$ cat config.mk
export PLATFORM = sky130hd
export DESIGN_NAME = msrv32_fetch_queue_flat
export DESIGN_NICKNAME = d
export VERILOG_FILES = /design/src/rtl/msrv32_fetch_queue_if.sv /design/src/rtl/msrv32_fetch_queue.sv /design/src/flat_wrapper.sv
export SDC_FILE = /design/constraint.sdc
export NUM_CORES = 1
export LEC_CHECK = 0
export ABC_CLOCK_PERIOD_IN_PS = 6050
export BUFFER_PORTS_ARGS = -buffer_cell sky130_fd_sc_hd__buf_2
export CORE_ASPECT_RATIO = 2
export CORE_MARGIN = 4
export CORE_UTILIZATION = 55
export CTS_CLUSTER_DIAMETER = 40
export CTS_CLUSTER_SIZE = 24
export DETAILED_ROUTE_END_ITERATION = 7
export GPL_TIMING_DRIVEN = 1
export PLACE_DENSITY = 0.8
export SLEW_MARGIN = 20
export SYNTH_ARGS = -nofsm -noshare
export SYNTH_HDL_FRONTEND = slang
export SYNTH_SLANG_ARGS = --single-unit
$ cat constraint.sdc
create_clock -name clk_in -period 6.05 [get_ports clk_in]
set_input_delay 1.21 -clock clk_in [delete_from_list [all_inputs] [get_ports clk_in]]
set_output_delay 1.21 -clock clk_in [all_outputs]
set_load 0.01 [all_outputs]
$ cat src/rtl/msrv32_fetch_queue_if.sv
// Fetch-queue bus: instruction-memory request/grant/response plus the
// valid/ready instruction stream toward decode and immediate generation.
interface msrv32_fetch_queue_if;
  logic        imem_req_out;
  logic [31:0] imem_addr_out;
  logic        imem_gnt_in;
  logic        imem_rvalid_in;
  logic [31:0] imem_rdata_in;
  logic        instr_valid_out;
  logic [31:0] instr_out;
  logic [31:0] pc_out;
  logic        instr_ready_in;

  modport master (
    output imem_req_out,
    output imem_addr_out,
    input  imem_gnt_in,
    input  imem_rvalid_in,
    input  imem_rdata_in,
    output instr_valid_out,
    output instr_out,
    output pc_out,
    input  instr_ready_in
  );

  modport slave (
    input  imem_req_out,
    input  imem_addr_out,
    output imem_gnt_in,
    output imem_rvalid_in,
    output imem_rdata_in,
    input  instr_valid_out,
    input  instr_out,
    input  pc_out,
    output instr_ready_in
  );
endinterface

$ cat src/rtl/msrv32_fetch_queue.sv
// msrv32 fetch front end: credit-limited sequential word fetch, in-order response
// FIFO of {pc, instr}, and flush redirect that discards stale in-flight responses.
module msrv32_fetch_queue #(
  parameter int unsigned DEPTH    = 2,
  parameter logic [31:0] RESET_PC = 32'h0000_0000
) (
  input  logic                        clk_in,
  input  logic                        rst_in,
  input  logic                        flush_in,
  input  logic [31:0]                 flush_pc_in,
  msrv32_fetch_queue_if.master        bus
);

  localparam int unsigned CW  = $clog2(DEPTH + 1);
  localparam int unsigned AW  = $clog2(DEPTH);
  localparam logic [31:0] NOP = 32'h0000_0013;

  typedef logic [CW-1:0] cnt_t;
  typedef logic [AW-1:0] ptr_t;

  logic [31:0] fpc_q, fpc_d;
  logic [31:0] rpc_q, rpc_d;
  cnt_t        occ_q, occ_d;
  cnt_t        outs_q, outs_d;
  cnt_t        disc_q, disc_d;
  ptr_t        wr_ptr_q, wr_ptr_d;
  ptr_t        rd_ptr_q, rd_ptr_d;

  logic [31:0] fifo_pc_q    [DEPTH];
  logic [31:0] fifo_instr_q [DEPTH];

  logic [CW:0] credit_used;
  logic        req;
  logic        fire;
  logic        rsp;
  logic        drop_rsp;
  logic        push;
  logic        pop;
  logic        valid;
  logic [31:0] flush_target;
  logic        unused_flush_lsb;

  assign flush_target     = {flush_pc_in[31:2], 2'b00};
  assign unused_flush_lsb = ^flush_pc_in[1:0];

  // Every request in flight owns a FIFO slot, so a response can always be pushed.
  assign credit_used = {1'b0, occ_q} + {1'b0, outs_q};
  assign req         = !rst_in && !flush_in && (credit_used < (CW+1)'(DEPTH));
  assign fire        = req && bus.imem_gnt_in;

  // A response with nothing outstanding is illegal and ignored.
  assign rsp      = bus.imem_rvalid_in && (outs_q != '0);
  assign drop_rsp = rsp && (disc_q != '0);
  assign push     = rsp && !drop_rsp && !flush_in && !rst_in;

  assign valid = !rst_in && !flush_in && (occ_q != '0);
  assign pop   = valid && bus.instr_ready_in;

  assign bus.imem_req_out    = req;
  assign bus.imem_addr_out   = fpc_q;
  assign bus.instr_valid_out = valid;
  assign bus.instr_out       = (!rst_in && occ_q != '0) ? fifo_instr_q[rd_ptr_q] : NOP;
  assign bus.pc_out          = (!rst_in && occ_q != '0) ? fifo_pc_q[rd_ptr_q]    : 32'h0;

  always_comb begin
    fpc_d    = fpc_q;
    rpc_d    = rpc_q;
    occ_d    = occ_q;
    disc_d   = disc_q;
    wr_ptr_d = wr_ptr_q;
    rd_ptr_d = rd_ptr_q;
    outs_d   = outs_q + cnt_t'(fire) - cnt_t'(rsp);

    if (flush_in) begin
      fpc_d    = flush_target;
      rpc_d    = flush_target;
      occ_d    = '0;
      wr_ptr_d = '0;
      rd_ptr_d = '0;
      // Everything still outstanding after this cycle belongs to the old stream.
      disc_d   = outs_q - cnt_t'(rsp);
    end else begin
      if (fire) begin
        fpc_d = fpc_q + 32'd4;
      end
      if (push) begin
        rpc_d    = rpc_q + 32'd4;
        wr_ptr_d = wr_ptr_q + ptr_t'(1);
      end
      if (pop) begin
        rd_ptr_d = rd_ptr_q + ptr_t'(1);
      end
      if (drop_rsp) begin
        disc_d = disc_q - cnt_t'(1);
      end
      occ_d = occ_q + cnt_t'(push) - cnt_t'(pop);
    end
  end

  always_ff @(posedge clk_in) begin
    if (rst_in) begin
      fpc_q    <= RESET_PC;
      rpc_q    <= RESET_PC;
      occ_q    <= '0;
      outs_q   <= '0;
      disc_q   <= '0;
      wr_ptr_q <= '0;
      rd_ptr_q <= '0;
    end else begin
      fpc_q    <= fpc_d;
      rpc_q    <= rpc_d;
      occ_q    <= occ_d;
      outs_q   <= outs_d;
      disc_q   <= disc_d;
      wr_ptr_q <= wr_ptr_d;
      rd_ptr_q <= rd_ptr_d;
    end
  end

  always_ff @(posedge clk_in) begin
    if (push) begin
      fifo_pc_q[wr_ptr_q]    <= rpc_q;
      fifo_instr_q[wr_ptr_q] <= bus.imem_rdata_in;
    end
  end

`ifndef SYNTHESIS
  always_ff @(posedge clk_in) begin
    if (push && !pop) begin
      assert (occ_q < cnt_t'(DEPTH));
    end
  end
`endif

endmodule

$ cat src/flat_wrapper.sv
// flat-port wrapper written by rule: the top's interface ports become plain ports
module msrv32_fetch_queue_flat 
#(
  parameter int unsigned DEPTH    = 2,
  parameter logic [31:0] RESET_PC = 32'h0000_0000
)
  (clk_in, rst_in, flush_in, flush_pc_in, bus_imem_req_out, bus_imem_addr_out, bus_imem_gnt_in, bus_imem_rvalid_in, bus_imem_rdata_in, bus_instr_valid_out, bus_instr_out, bus_pc_out, bus_instr_ready_in);
  msrv32_fetch_queue_if bus_i ();
  input  logic clk_in;
  input  logic rst_in;
  input  logic flush_in;
  input  logic [31:0] flush_pc_in;
  output wire logic [$bits(bus_i.imem_req_out)-1:0] bus_imem_req_out;
  output wire logic [$bits(bus_i.imem_addr_out)-1:0] bus_imem_addr_out;
  input wire logic [$bits(bus_i.imem_gnt_in)-1:0] bus_imem_gnt_in;
  input wire logic [$bits(bus_i.imem_rvalid_in)-1:0] bus_imem_rvalid_in;
  input wire logic [$bits(bus_i.imem_rdata_in)-1:0] bus_imem_rdata_in;
  output wire logic [$bits(bus_i.instr_valid_out)-1:0] bus_instr_valid_out;
  output wire logic [$bits(bus_i.instr_out)-1:0] bus_instr_out;
  output wire logic [$bits(bus_i.pc_out)-1:0] bus_pc_out;
  input wire logic [$bits(bus_i.instr_ready_in)-1:0] bus_instr_ready_in;
  assign bus_imem_req_out = bus_i.imem_req_out;
  assign bus_imem_addr_out = bus_i.imem_addr_out;
  assign bus_i.imem_gnt_in = bus_imem_gnt_in;
  assign bus_i.imem_rvalid_in = bus_imem_rvalid_in;
  assign bus_i.imem_rdata_in = bus_imem_rdata_in;
  assign bus_instr_valid_out = bus_i.instr_valid_out;
  assign bus_instr_out = bus_i.instr_out;
  assign bus_pc_out = bus_i.pc_out;
  assign bus_i.instr_ready_in = bus_instr_ready_in;
  msrv32_fetch_queue #(.DEPTH(DEPTH), .RESET_PC(RESET_PC)) u_core (.clk_in(clk_in), .rst_in(rst_in), .flush_in(flush_in), .flush_pc_in(flush_pc_in), .bus(bus_i));
endmodule
==> Word-level counts from Yosys, hierarchy flattened <==
Memory sizes are Yosys's and may differ from the RTL's. A register that Yosys moved wholly into a read port is not among the register bits.
Index checks and enable logic that the tools add are counted.
{ "totals": {"ramBits": 128, "latchBits": 0, "inputBits": 70, "rom_bits": 0, "regBits": 72, "memories": 2} }
{ "mem_list": {"columns": ["name", "words", "width", "read_ports", "rd_ports_with_merged_regs", "write_ports", "line_no", "rtl"], "rows": [
  ["u_core.fifo_instr_q", 2, 32, 1, 1, 1, "msrv32_fetch_queue.sv:30", "logic [31:0] fifo_instr_q [DEPTH];"],
  ["u_core.fifo_pc_q", 2, 32, 1, 1, 1, "msrv32_fetch_queue.sv:29", "logic [31:0] fifo_pc_q [DEPTH];"]
]} }
{ "classes": {"muxes": 14, "bitwise_logic": 0, "reduce_logical": 21, "n_eq_ne": 0, "add_sub_neg": 11, "n_mul": 0, "order_cmp": 1, "div_mod_pow": 0, "shifts": 0} }
{ "ops": {"columns": ["operator", "n"], "rows": [
  ["32-bit 2-to-1 mux", 6],
  ["32-bit by 3-bit adder with 32-bit output (second input constant)", 2],
  ["2-bit nonzero test", 6],
  ["1-bit logical AND", 11],
  ["1-bit 2-to-1 mux", 6],
  ["2-bit by 1-bit subtractor with 2-bit output", 3],
  ["2-bit by 1-bit adder with 2-bit output", 2],
  ["2-bit 2-to-1 mux", 2],
  ["2-bit by 2-bit adder with 3-bit output", 1],
  ["1-bit logical NOT", 3],
  ["3-bit by 2-bit < comparator with 1-bit output (second input constant)", 1],
  ["1-bit adder (second input constant)", 2],
  ["2-bit OR reduction", 1],
  ["2-bit by 1-bit subtractor with 2-bit output (second input constant)", 1]
]} }

==> Depth between registers and ports, before layout <==
Gate-level depths: netlist (run 1).
{ "depth": {"word_depth": 9, "mapped_depth": 11} }

==> Worst setup path before layout (run 1) <==
No wires, ideal clock.
{ "synth_timing": {"path_type": "input -> register", "from": "input port flush_in", "to": "memory u_core.fifo_instr_q[0][0], enable pin", "arrival_time_ns": 4.673, "setup_time_ns": 0.482, "required_time_ns": 5.568, "path_slack_ns": 0.895, "path_buffers": 3, "stages": 6, "path_cell_list": "clkbuf_1 > nor2_1 > nand3_1 > clkbuf_1 > buf_1 > nor2_1"} }
{ "synth_via": {"elab_chain_cells": 5} }
{ "synth_lines": {"columns": ["element", "line_no", "rtl"], "rows": [
  ["from (decl)", "flat_wrapper.sv:11", "input logic flush_in;"],
  ["1-bit logical NOT", "msrv32_fetch_queue.sv:54", "assign push = rsp && !drop_rsp && !flush_in && !rst_in;"],
  ["1-bit logical AND (2 in a row)", "msrv32_fetch_queue.sv:54", null],
  ["1-bit 2-to-1 mux", "msrv32_fetch_queue.sv:121", "if (push) begin"],
  ["1-bit 2-to-1 mux (not written as such)", "msrv32_fetch_queue.sv:123", "fifo_instr_q[wr_ptr_q] <= bus.imem_rdata_in;"],
  ["to (decl)", "msrv32_fetch_queue.sv:30", null]
]} }
Every way passes these cells.

==> Worst setup path in the final report (run 1) <==
{ "layout_timing": {"from": "input port rst_in", "to": "output port bus_instr_out[5]"} }
{ "layout_via": {"elab_chain_cells": 3} }
{ "layout_lines": {"columns": ["element", "line_no", "rtl"], "rows": [
  ["from (decl)", "flat_wrapper.sv:10", "input logic rst_in;"],
  ["1-bit logical NOT", "msrv32_fetch_queue.sv:62", "assign bus.instr_out = (!rst_in && occ_q != '0) ? fifo_instr_q[rd_ptr_q] : NOP;"],
  ["1-bit logical AND", "msrv32_fetch_queue.sv:62", null],
  ["32-bit 2-to-1 mux", "msrv32_fetch_queue.sv:62", null],
  ["to (decl)", "flat_wrapper.sv:19", "output wire logic [$bits(bus_i.instr_out)-1:0] bus_instr_out;"]
]} }
Every way passes these cells.

==> results of run 1 <==
layer usage:
layer	vias up	global-route usage [%]
met4	0	11.0
met5	-	0
met2	197	39.0
met1	2852	22.9
met3	45	3.52
li1	2912	-
power by group through the flow:
stage          sequential, mW  clock, mW  combinational [mW]
3_3_place_gp             1.53          0               0.235
2_1_floorplan            1.53          0               0.155
4_1_cts                  1.51       1.09               0.244
3_5_place_dp             1.54          0               0.241
5_1_grt                  1.51       1.14               0.270
6_report                 1.51       1.06               0.241
sequential cells by signal, summed over array words and instances (netlist names), named ones only:
register                  count
u_core.rd_ptr_q               1
u_core.occ_q                  2
u_core.wr_ptr_q               1
u_core.fifo_instr_q          64
u_core.disc_q                 2
u_core.fifo_pc_q             60
u_core.bus.imem_addr_out     30
u_core.rpc_q                 30
u_core.outs_q                 2
through the flow:
stage	utilization (%)	worst slack, ps	power (mW)	hold WS (ps)	cell area (µm²)
2_1_floorplan	-	895	1.69	460	8510
6_report	65.8	1950	2.81	510	10000
5_1_grt	65.8	1820	2.93	527	10000
3_5_place_dp	62.1	1940	1.78	497	9450
3_3_place_gp	62.1	1960	1.77	470	9450
4_1_cts	65.8	1940	2.84	517	10000
cell usage in the layout (no fill, tap or decap), types with 5 or more instances in the layout:
| master | n |
|---|---|
| a211oi_1 | 12 |
| a21boi_0 | 17 |
| a21boi_1 | 7 |
| a21o_1 | 5 |
| a21oi_1 | 24 |
| a31oi_1 | 9 |
| and2_1 | 6 |
| and3_1 | 10 |
| and4_1 | 6 |
| buf_2 | 161 |
| buf_4 | 8 |
| clkbuf_16 | 17 |
| dfxtp_1 | 68 |
| edfxtp_1 | 124 |
| ha_1 | 7 |
| inv_1 | 28 |
| mux2i_1 | 59 |
| nand2_1 | 36 |
| nand3_1 | 21 |
| nand4_1 | 21 |
| nor2_1 | 89 |
| nor2b_1 | 5 |
| nor3_1 | 10 |
| o22ai_1 | 8 |
| xnor2_1 | 15 |
| xor2_1 | 37 |
final cells by class:
| class | count | area (µm²) | area share (%) |
|---|---|---|---|
| Clock inverter | 13 | 129 | 1.29 |
| Clock buffer | 19 | 433 | 4.32 |
| Sequential cell | 193 | 5110 | 51.0 |
| Timing Repair Buffer | 169 | 866 | 8.65 |
| Multi-Input combinational cell | 462 | 3120 | 31.2 |
| Tap cell | 198 | 248 | 2.47 |
| Inverter | 29 | 109 | 1.09 |
worst min-delay path by stage:
stage                                start                 endpoint  slack (ps)  cells past startpoint
after detailed placement  u_core.rpc_q[18]  u_core.fifo_pc_q[0][18]         500                      0
final                     u_core.rpc_q[18]  u_core.fifo_pc_q[0][18]         510                      0
after global routing      u_core.rpc_q[18]  u_core.fifo_pc_q[0][18]         530                      0
after global placement    u_core.rpc_q[11]  u_core.fifo_pc_q[0][11]         470                      0
after CTS                 u_core.rpc_q[18]  u_core.fifo_pc_q[1][18]         520                      0
after floorplan           u_core.rpc_q[14]  u_core.fifo_pc_q[0][14]         460                      0
synthesized netlist by cell type, types with 4 or more instances:
library cell,number,area [µm²]
a211oi_1,12,90.1
a21boi_0,17,128
a21boi_1,7,52.6
a21o_1,5,37.5
a21oi_1,24,120
a31oi_1,9,56.3
and2_1,7,43.8
and3_1,10,62.6
and4_1,6,52.6
buf_1,9,33.8
buf_4,4,30.0
clkbuf_1,27,101
dfxtp_1,69,1380
edfxtp_1,124,3720
ha_1,7,87.6
inv_1,27,101
mux2i_1,59,591
nand2_1,36,135
nand3_1,21,105
nand4_1,21,131
nor2_1,90,338
nor2b_1,5,31.3
nor3_1,10,50.1
nor4b_1,4,35.0
o211ai_1,4,30.0
o21a_1,4,30.0
o22ai_1,8,50.1
xnor2_1,15,131
xor2_1,37,324
cells by family (layout without fill, tap and decap cells):
family	Yosys count	count (layout)	share of synthesized area [%]
DFF	193	193	60.1
adders and majority gates	8	8	1.27
AOI/OAI and AO/OA	107	107	8.66
xor gates and xnor gates	52	52	5.36
other	1	4	0.0441
muxes	60	60	7.08
and+or+nand+nor	231	231	14.0
buffers and inverters	73	230	3.53
==> flow_metrics.env, run 1 <==
export IMPL_status="finished clean"
export IMPL_setup_violations_final=0
export IMPL_critPathBufInv=3
export IMPL_ys_types=62
export IMPL_vdd_drop_max_mv=0.213
export IMPL_power_density_nw_per_um2=281
export IMPL_max_freq_mhz=244
export IMPL_grt_first_pass_wirelength_um=29000
export IMPL_gp_congestion=0.831
export IMPL_grt_ovfl_total=0
export IMPL_setup_tns_ps=0
export IMPL_switching_share_pct=24.0
export IMPL_diodes=0
export IMPL_io_buffers=161
export IMPL_min_path_type="flop to flop"
export IMPL_routed_wl_met3_um=873
export IMPL_slew_viol_final=0
export IMPL_cap_viol_max_count=0
export IMPL_start_util_pct=55.8
export IMPL_cts_root_buf="clkbuf_16"
export IMPL_num_rows=64
export IMPL_avgSynthCellArea_um2=11.7
export IMPL_io_pins=168
export IMPL_crit_fanout=51
export IMPL_clkTransAtPathRegs_ps=70
export IMPL_path_cells="buf_2 > o21bai_4 > buf_4 > nor2_1 > buf_2"
export IMPL_ff2ff_path_depth=8
export IMPL_rsz0062_at_grt="false"
export IMPL_crit_family="buffers and inverters"
export IMPL_cp_startpoint="rst_in"
export IMPL_crit_top_cell="buf_2"
export IMPL_gr_usage_all_layers_pct=21.4
export IMPL_antenna_found_initial=0
export IMPL_cts_buffers=17
export IMPL_top_layer="met4"
export IMPL_drt_first_pass_iters=4
export IMPL_cp_endpoint="bus_instr_out[5]"
export IMPL_placed_cells=1051
export IMPL_clock_latency_ps=420
export IMPL_postSynth_asyncResetShare_pct=0
export IMPL_cts_tree="yes"
export IMPL_vias_per_cell=5.55
export IMPL_fin_nets=950
export IMPL_sequentialPowerShare_pct=53.6
export IMPL_required_ps=4840
export IMPL_yosys_register_bits=193
export IMPL_stdcell_count=1083
export IMPL_synth_flop_cell="edfxtp_1"
export IMPL_synth_cells=725
export IMPL_finClkSkew_ps=14.0
export IMPL_die_h_um=184
export IMPL_wl_um=18500
export IMPL_grt_max_degree=66
export IMPL_dp_hpwl_um=13200
export IMPL_critPathLaunchType="input pin"
export IMPL_route_detailed_drc=0
export IMPL_wl_met1_um=6690
export IMPL_vias=6006
export IMPL_ys_warn_count=0
export IMPL_regToRegStartpoint="u_core.occ_q[0]"
export IMPL_clock_sinks=193
export IMPL_dieArea_um2=17600
export IMPL_worstSetupPathType="input pin to primary output"
export IMPL_core_area_um2=15200
export IMPL_crit_path_end_kind="primary output"
export IMPL_path_depth=5
export IMPL_max_stage_delay_ps=510
export IMPL_cts_hold_fix_buffers=0
export IMPL_grt_pass1_vias=5983
export IMPL_drt_iter0_drc=190
export IMPL_seq_area_frac_synth_pct=60.1
export IMPL_period_needed_ps=4100
export IMPL_cts_setup_buffers=0
export IMPL_met2_wirelength_um=10200
export IMPL_intPower_mw=2.14
export IMPL_power_frac_comb_pct=8.6
export IMPL_pwr_share_clk_pct=37.8
export IMPL_fillers=1248
export IMPL_synth_edf_count=124
export IMPL_crit_slowest_cell="buf_4"
export IMPL_h_tree_depth=4
export IMPL_r2r_end="u_core.bus.imem_addr_out[14]"
export IMPL_cts_buffer_depth=2
export IMPL_ant_nets=0
export IMPL_reg2reg_slack_ps=3080
export IMPL_hold_viol=0
export IMPL_die_w_um=95.9
export IMPL_area_delta_synth_final_pct=17.9
export IMPL_arrival_ps=2890
export IMPL_drive_gt1_share_pct=23.8
export IMPL_worstMarginPinSlew_ps=1060
export IMPL_slew_headroom_pct=29.6
export IMPL_switching_power_uw=675
export IMPL_leakagePower_nw=3.79
export IMPL_wl_per_cell_um=17.1
export IMPL_synthesis_area_um2=8500
export IMPL_period_share_pct=67.8
export IMPL_cts_resized=0
(Power assumes the default switching activity.)
==> run 2: changes to the inputs <==
--- a/config.mk
+++ b/config.mk
@@ -5,7 +5,7 @@
 export SDC_FILE = /design/constraint.sdc
 export NUM_CORES = 1
 export LEC_CHECK = 0
-export ABC_CLOCK_PERIOD_IN_PS = 6050
+export ABC_CLOCK_PERIOD_IN_PS = 4300
 export BUFFER_PORTS_ARGS = -buffer_cell sky130_fd_sc_hd__buf_2
 export CORE_ASPECT_RATIO = 2
 export CORE_MARGIN = 4
==> constraint.sdc (replaced) <==
create_clock -name clk_in -period 4.3 [get_ports clk_in]
set_input_delay 0.86 -clock clk_in [delete_from_list [all_inputs] [get_ports clk_in]]
set_output_delay 0.86 -clock clk_in [all_outputs]
set_load 0.01 [all_outputs]
==> run 2 against run 1 <==
Effect of this change:
- global-route usage rose by 0.74 points
- sequential power increased by 40%
- combinational power rose by 44%
- clock-buffer cell count fell by 2
- non-clock buffer count is the same
- sequential share of layout area shrank 0.30 points
- clock power up 48%
- final cell count unchanged
- core utilization rose by 0.39 points
- worst hold slack lost 4.0 ps
- critical endpoint is now bus_instr_out[4]
- largest cell class unchanged
- highest routed layer unchanged
==> flow_metrics.env, run 2 (same netlist as run 1, synthesis figures left out) <==
export IMPL_grt_first_pass_wirelength_um=29700
export IMPL_max_freq_mhz=316
export IMPL_vias_per_cell=5.60
export IMPL_cts_setup_buffers=0
export IMPL_area_delta_synth_final_pct=18.6
export IMPL_regToRegStartpoint="u_core.occ_q[0]"
export IMPL_grt_pass1_vias=6021
export IMPL_min_from="u_core.rpc_q[18]"
export IMPL_drive_gt1_share_pct=24.2
export IMPL_cap_viol_max_count=0
export IMPL_slew_viol_final=0
export IMPL_drt_iter0_drc=191
export IMPL_ff2ff_path_depth=8
export IMPL_wl_per_cell_um=17.5
export IMPL_start_util_pct=55.8
export IMPL_cts_buffer_depth=2
export IMPL_h_tree_depth=4
export IMPL_fin_nets=950
export IMPL_io_buffers=161
export IMPL_finClkSkew_ps=12.1
export IMPL_routed_wl_met3_um=849
export IMPL_gr_usage_all_layers_pct=22.1
export IMPL_min_path_type="flop to flop"
export IMPL_status="finished clean"
export IMPL_top_register="u_core.fifo_instr_q"
export IMPL_io_pins=168
export IMPL_final_common_cell="buf_2"
export IMPL_whs_ps=507
export IMPL_power_density_nw_per_um2=401
export IMPL_dp_hpwl_um=13400
export IMPL_cts_hold_fix_buffers=0
export IMPL_ant_nets=0
export IMPL_cts_root_buf="clkbuf_16"
export IMPL_met2_wirelength_um=10300
export IMPL_diodes=0
export IMPL_arrival_ps=2300
export IMPL_core_area_um2=15200
export IMPL_period_share_pct=73.6
export IMPL_worstMarginPinSlew_ps=1090
export IMPL_crit_path_end_kind="primary output"
export IMPL_reg2reg_slack_ps=1340
export IMPL_r2r_end="u_core.bus.imem_addr_out[14]"
export IMPL_cts_tree="yes"
export IMPL_hold_viol=0
export IMPL_largest_reg_flops=64
export IMPL_gp_congestion=0.841
export IMPL_die_w_um=95.9
export IMPL_num_rows=64
export IMPL_vias=6068
export IMPL_wl_met1_um=6880
export IMPL_vdd_drop_max_mv=0.277
export IMPL_antenna_found_initial=0
export IMPL_hold_path_endpoint="u_core.fifo_pc_q[0][18]"
export IMPL_required_ps=3440
export IMPL_worstSetupPathType="flop to primary output"
export IMPL_clock_sinks=193
export IMPL_clkTransAtPathRegs_ps=80
export IMPL_die_h_um=184
export IMPL_grt_max_degree=66
export IMPL_critPathLaunchType="flop"
export IMPL_crit_fanout=35
export IMPL_reg_top3="u_core.fifo_instr_q x64, u_core.fifo_pc_q x60"
export IMPL_cts_resized=0
export IMPL_worstHoldPathCells=0
export IMPL_cts_buffers=17
export IMPL_setup_tns_ps=0
export IMPL_route_detailed_drc=0
export IMPL_slew_headroom_pct=27.6
export IMPL_grt_ovfl_total=0
export IMPL_top_layer="met4"
export IMPL_dieArea_um2=17600
export IMPL_rsz0062_at_grt="false"
export IMPL_leakagePower_nw=3.80
export IMPL_period_needed_ps=3160
export IMPL_most_common_layout_cells="buf_2 (161), edfxtp_1 (124), nor2_1 (89)"
export IMPL_drt_first_pass_iters=5
export IMPL_clock_latency_ps=430
export IMPL_setup_violations_final=0
export IMPL_wl_um=18900
==> run 2: cell types whose count changed in the layout (fill, tap and decap cells not counted) <==
cell      previous run  this run
clkbuf_1             2         0
buf_12               0         2
clkinv_2             0         2
buf_4                8         6
inv_6                2         5
inv_8                3         2
clkinv_4             2         1
inv_1               28        27
clkinv_8             0         3
inv_4                3         0
==> run 2: metal layers <==
metal | vias up | track usage (%)
met5 | - | 0
met1 | 2902 | 23.1
li1 | 2921 | -
met4 | 0 | 12.5
met3 | 54 | 4.10
met2 | 191 | 40.0
==> run 2: per-stage QoR <==
step	setup WS (ps)	instances	util (%)	area (µm²)	power (mW)
after detailed placement	1150	1051	62.3	9480	2.51
final	1140	1083	66.2	10100	4.04
after global placement	1150	1051	62.3	9480	2.49
after CTS	1110	1083	66.2	10100	4.07
after floorplan	533	728	-	8510	2.37
after global routing	990	1083	66.2	10100	4.20
==> run 2: how the worst max path moves through the flow <==
stage          slack (ps)             from                    endpoint
4_1_cts              1110  u_core.occ_q[1]            bus_instr_out[4]
3_3_place_gp         1150           rst_in  u_core.fifo_instr_q[1][29]
3_5_place_dp         1150           rst_in   u_core.fifo_instr_q[1][7]
5_1_grt               990  u_core.occ_q[1]            bus_instr_out[0]
2_1_floorplan         530         flush_in   u_core.fifo_instr_q[0][0]
6_report             1140  u_core.occ_q[1]            bus_instr_out[4]
==> run 2: report_power, final <==
group | internal [mW] | total [mW] | switching, mW | leakage (nW)
Combinational | 0.144 | 0.346 | 0.202 | 1.81
Clock | 0.829 | 1.57 | 0.740 | 0.291
Sequential | 2.05 | 2.12 | 0.0680 | 1.70
==> run 2: cell type report <==
cell class                 count  area, µm²
fill                        1189       5140
sequential                   193       5110
multi-input combinational    462       3120
timing repair buffer         169        891
clock buffer                  17        425
tap                          198        248
clock inverter                15        171
inverter                      29        109
==> run 2: worst max-delay path, cell delays in order (launching register included) <==
cell      delay, ps
dfxtp_1         380
o21bai_4        740
buf_4           450
a211o_1         150
buf_2           130
==> run 3: changes to the inputs <==
--- a/config.mk
+++ b/config.mk
@@ -5,16 +5,17 @@
 export SDC_FILE = /design/constraint.sdc
 export NUM_CORES = 1
 export LEC_CHECK = 0
-export ABC_CLOCK_PERIOD_IN_PS = 4300
+export ABC_AREA = 1
+export ABC_CLOCK_PERIOD_IN_PS = 2800
 export BUFFER_PORTS_ARGS = -buffer_cell sky130_fd_sc_hd__buf_2
 export CORE_ASPECT_RATIO = 2
 export CORE_MARGIN = 4
-export CORE_UTILIZATION = 55
+export CORE_UTILIZATION = 51
 export CTS_CLUSTER_DIAMETER = 40
 export CTS_CLUSTER_SIZE = 24
 export DETAILED_ROUTE_END_ITERATION = 7
 export GPL_TIMING_DRIVEN = 1
-export PLACE_DENSITY = 0.8
+export PLACE_DENSITY = 0.77
 export SLEW_MARGIN = 20
 export SYNTH_ARGS = -nofsm -noshare
 export SYNTH_HDL_FRONTEND = slang
==> constraint.sdc (replaced) <==
create_clock -name clk_in -period 2.8 [get_ports clk_in]
set_input_delay 0.56 -clock clk_in [delete_from_list [all_inputs] [get_ports clk_in]]
set_output_delay 0.56 -clock clk_in [all_outputs]
set_load 0.01 [all_outputs]
==> run 3 against run 2 <==
Effect of this change:
- critical path depth rose by 2
- synthesized cell count rose by 52%
- worst hold slack got worse by 190 ps
- core utilization fell by 5.2 points
- worst setup slack got worse by 670 ps
- sequential cell count did not move
- total power rose by 49%
- die area rose by 20%
- final area rose by 11%
- area after synthesis rose by 13%
- largest cell class unchanged
- highest routed layer unchanged
==> flow_metrics.env, run 3 <==
export IMPL_multi_input_area_um2=3640
export IMPL_stdcell_count=1492
export IMPL_synth_flop_cell="edfxtp_1"
export IMPL_drt_iter0_drc=509
export IMPL_largest_reg_flops=64
export IMPL_crit_path_end_kind="primary output"
export IMPL_yosys_register_bits=193
export IMPL_cts_buffers=17
export IMPL_drive_gt1_share_pct=21.7
export IMPL_hold_viol=0
export IMPL_cap_viol_max_count=0
export IMPL_period_share_pct=83.5
export IMPL_core_area_um2=18400
export IMPL_grt_first_pass_wirelength_um=38600
export IMPL_clock_latency_ps=430
export IMPL_fillers=1606
export IMPL_crit_slowest_cell="dfxtp_1"
export IMPL_ys_types=40
export IMPL_path_cells="o21ai_0 > inv_2 > buf_12 > nand2_1 > inv_1 > buf_2"
export IMPL_finClkSkew_ps=11.1
export IMPL_min_path_type="input pin to flop"
export IMPL_die_h_um=202
export IMPL_cts_resized=0
export IMPL_max_freq_mhz=428
export IMPL_grt_max_degree=66
export IMPL_period_needed_ps=2340
export IMPL_clkTransAtPathRegs_ps=70
export IMPL_synth_fa_ha_area_share_pct=1.12
export IMPL_critPathLaunchType="flop"
export IMPL_num_rows=70
export IMPL_leakagePower_nw=5.03
export IMPL_status="finished clean"
export IMPL_dieArea_um2=21200
export IMPL_gp_congestion=0.942
export IMPL_wl_um=23600
export IMPL_synth_top_cell_by_area="edfxtp_1"
export IMPL_h_tree_depth=4
export IMPL_ant_nets=0
export IMPL_power_density_nw_per_um2=536
export IMPL_setup_tns_ps=0
export IMPL_reg_top3="u_core.fifo_instr_q x64, u_core.fifo_pc_q x60"
export IMPL_arrival_ps=1780
export IMPL_top_register="u_core.fifo_instr_q"
export IMPL_cts_root_buf="clkbuf_16"
export IMPL_fin_util_pct=61.0
export IMPL_critPathBufInv=4
export IMPL_ff_latch_area_um2=5110
export IMPL_most_common_layout_cells="nand2_1 (296), inv_1 (173), buf_2 (161)"
export IMPL_netlist_top_cells_area="edfxtp_1 (39%), dfxtp_1 (14%), nand2_1 (12%), mux2_2 (6.9%), inv_1 (6.8%)"
export IMPL_avgSynthCellArea_um2=8.67
export IMPL_rsz0062_at_grt="false"
export IMPL_setup_violations_final=0
export IMPL_seq_area_frac_synth_pct=53.3
export IMPL_area_delta_synth_final_pct=17.2
export IMPL_synth_xor_area_share_pct=1.01
export IMPL_synth_top_family_by_area="simple AND/OR/NAND/NOR gates"
export IMPL_final_common_cell="nand2_1"
export IMPL_route_detailed_drc=0
export IMPL_synthTopCellsByCount="nand2_1 (296), inv_1 (173), edfxtp_1 (124)"
export IMPL_io_pins=168
export IMPL_vias=7797
export IMPL_crit_family="buffers and inverters"
export IMPL_cts_hold_fix_buffers=0
export IMPL_grt_ovfl_total=0
export IMPL_drt_first_pass_iters=5
export IMPL_cts_buffer_depth=2
export IMPL_synthesis_area_um2=9570
export IMPL_max_stage_delay_ps=350
export IMPL_dp_hpwl_um=17400
export IMPL_io_buffers=161
export IMPL_crit_fanout=28
export IMPL_antenna_found_initial=0
export IMPL_die_w_um=105
export IMPL_wl_per_cell_um=15.8
export IMPL_vdd_drop_max_mv=0.388
export IMPL_grt_pass1_vias=8071
export IMPL_worstSetupPathType="flop to primary output"
export IMPL_slew_headroom_pct=59.0
export IMPL_placed_cells=1460
export IMPL_power_mw=6.01
export IMPL_diodes=0
export IMPL_clock_sinks=193
export IMPL_start_util_pct=52.0
export IMPL_worstMarginPinSlew_ps=613
export IMPL_synth_compound_area_share_pct=7.03
export IMPL_synth_edf_count=124
export IMPL_fin_nets=1341
export IMPL_synth_top_cell_area_share_pct=38.9
export IMPL_vias_per_cell=5.23
export IMPL_gr_usage_all_layers_pct=22.9
export IMPL_ys_warn_count=0
export IMPL_synth_most_common_cell="nand2_1"
export IMPL_required_ps=2240
export IMPL_synth_cells=1104
export IMPL_cts_tree="yes"
export IMPL_postSynth_asyncResetShare_pct=0
export IMPL_synth_mux_area_share_pct=6.94
export IMPL_yosys_area_share_simple_pct=21.6
export IMPL_cts_setup_buffers=0
export IMPL_slew_viol_final=0
-- run 3: cell types whose count changed in the layout (fill, tap and decap cells not counted), moves of 17 or more --
cell,change
mux2i_1,-59
o21ai_0,+38
xor2_1,-29
nand3_1,+49
mux2_2,+59
nand2_1,+260
inv_1,+146
a21oi_1,+34
a21boi_0,-17
-- run 3: layout make-up --
cell class	count	share of cell area, %
Sequential cell	193	45.5
Multi-Input combinational cell	701	32.5
Timing Repair Buffer	175	9.01
Inverter	175	5.88
Clock buffer	21	3.93
Tap cell	216	2.41
Clock inverter	11	0.803
-- run 3: path summary, 6_finish.rpt --
kind	from	end	slack, ps	cells after the start
worst max-delay path	u_core.occ_q[1]	bus_pc_out[26]	460	6
worst min-delay path	bus_imem_rdata_in[8]	u_core.fifo_instr_q[1][8]	320	1
worst max register to register	u_core.outs_q[0]	u_core.bus.imem_addr_out[15]	520	11
worst min register to register	u_core.disc_q[1]	u_core.disc_q[1]	510	2
-- run 3: cells by family (layout without fill, tap and decap cells) --
logic type,after synthesis,count (layout)
compound gates,125,125
xor+xnor,11,11
fa+ha+maj,8,8
buf+inv,213,382
flops,193,193
mux,59,59
other cells,1,4
simple gates,494,494
-- run 3: per-stage QoR --
step                      area, µm²  setup WS (ps)  hold WS [ps]
after floorplan                9590           -314           456
after global placement        10700            529           484
after detailed placement      10700            504           501
after CTS                     11200            398           304
after global routing          11200            266           302
final                         11200            461           319
-- run 3: power by group --
part | switching, mW | leakage (nW) | internal, mW
Clock | 1.01 | 0.256 | 1.22
Combinational | 0.331 | 3.08 | 0.205
Sequential | 0.107 | 1.70 | 3.14
-- run 3: routing by layer --
layer / vias to the layer above / GRT usage [%] / share of wire (%)
met2: 218 / 44.1 / 56
li1: 3899 / - / -
met5: - / 0 / 0
met1: 3626 / 22.8 / 37
met3: 54 / 3.76 / 3.8
met4: 0 / 12.1 / 4.0
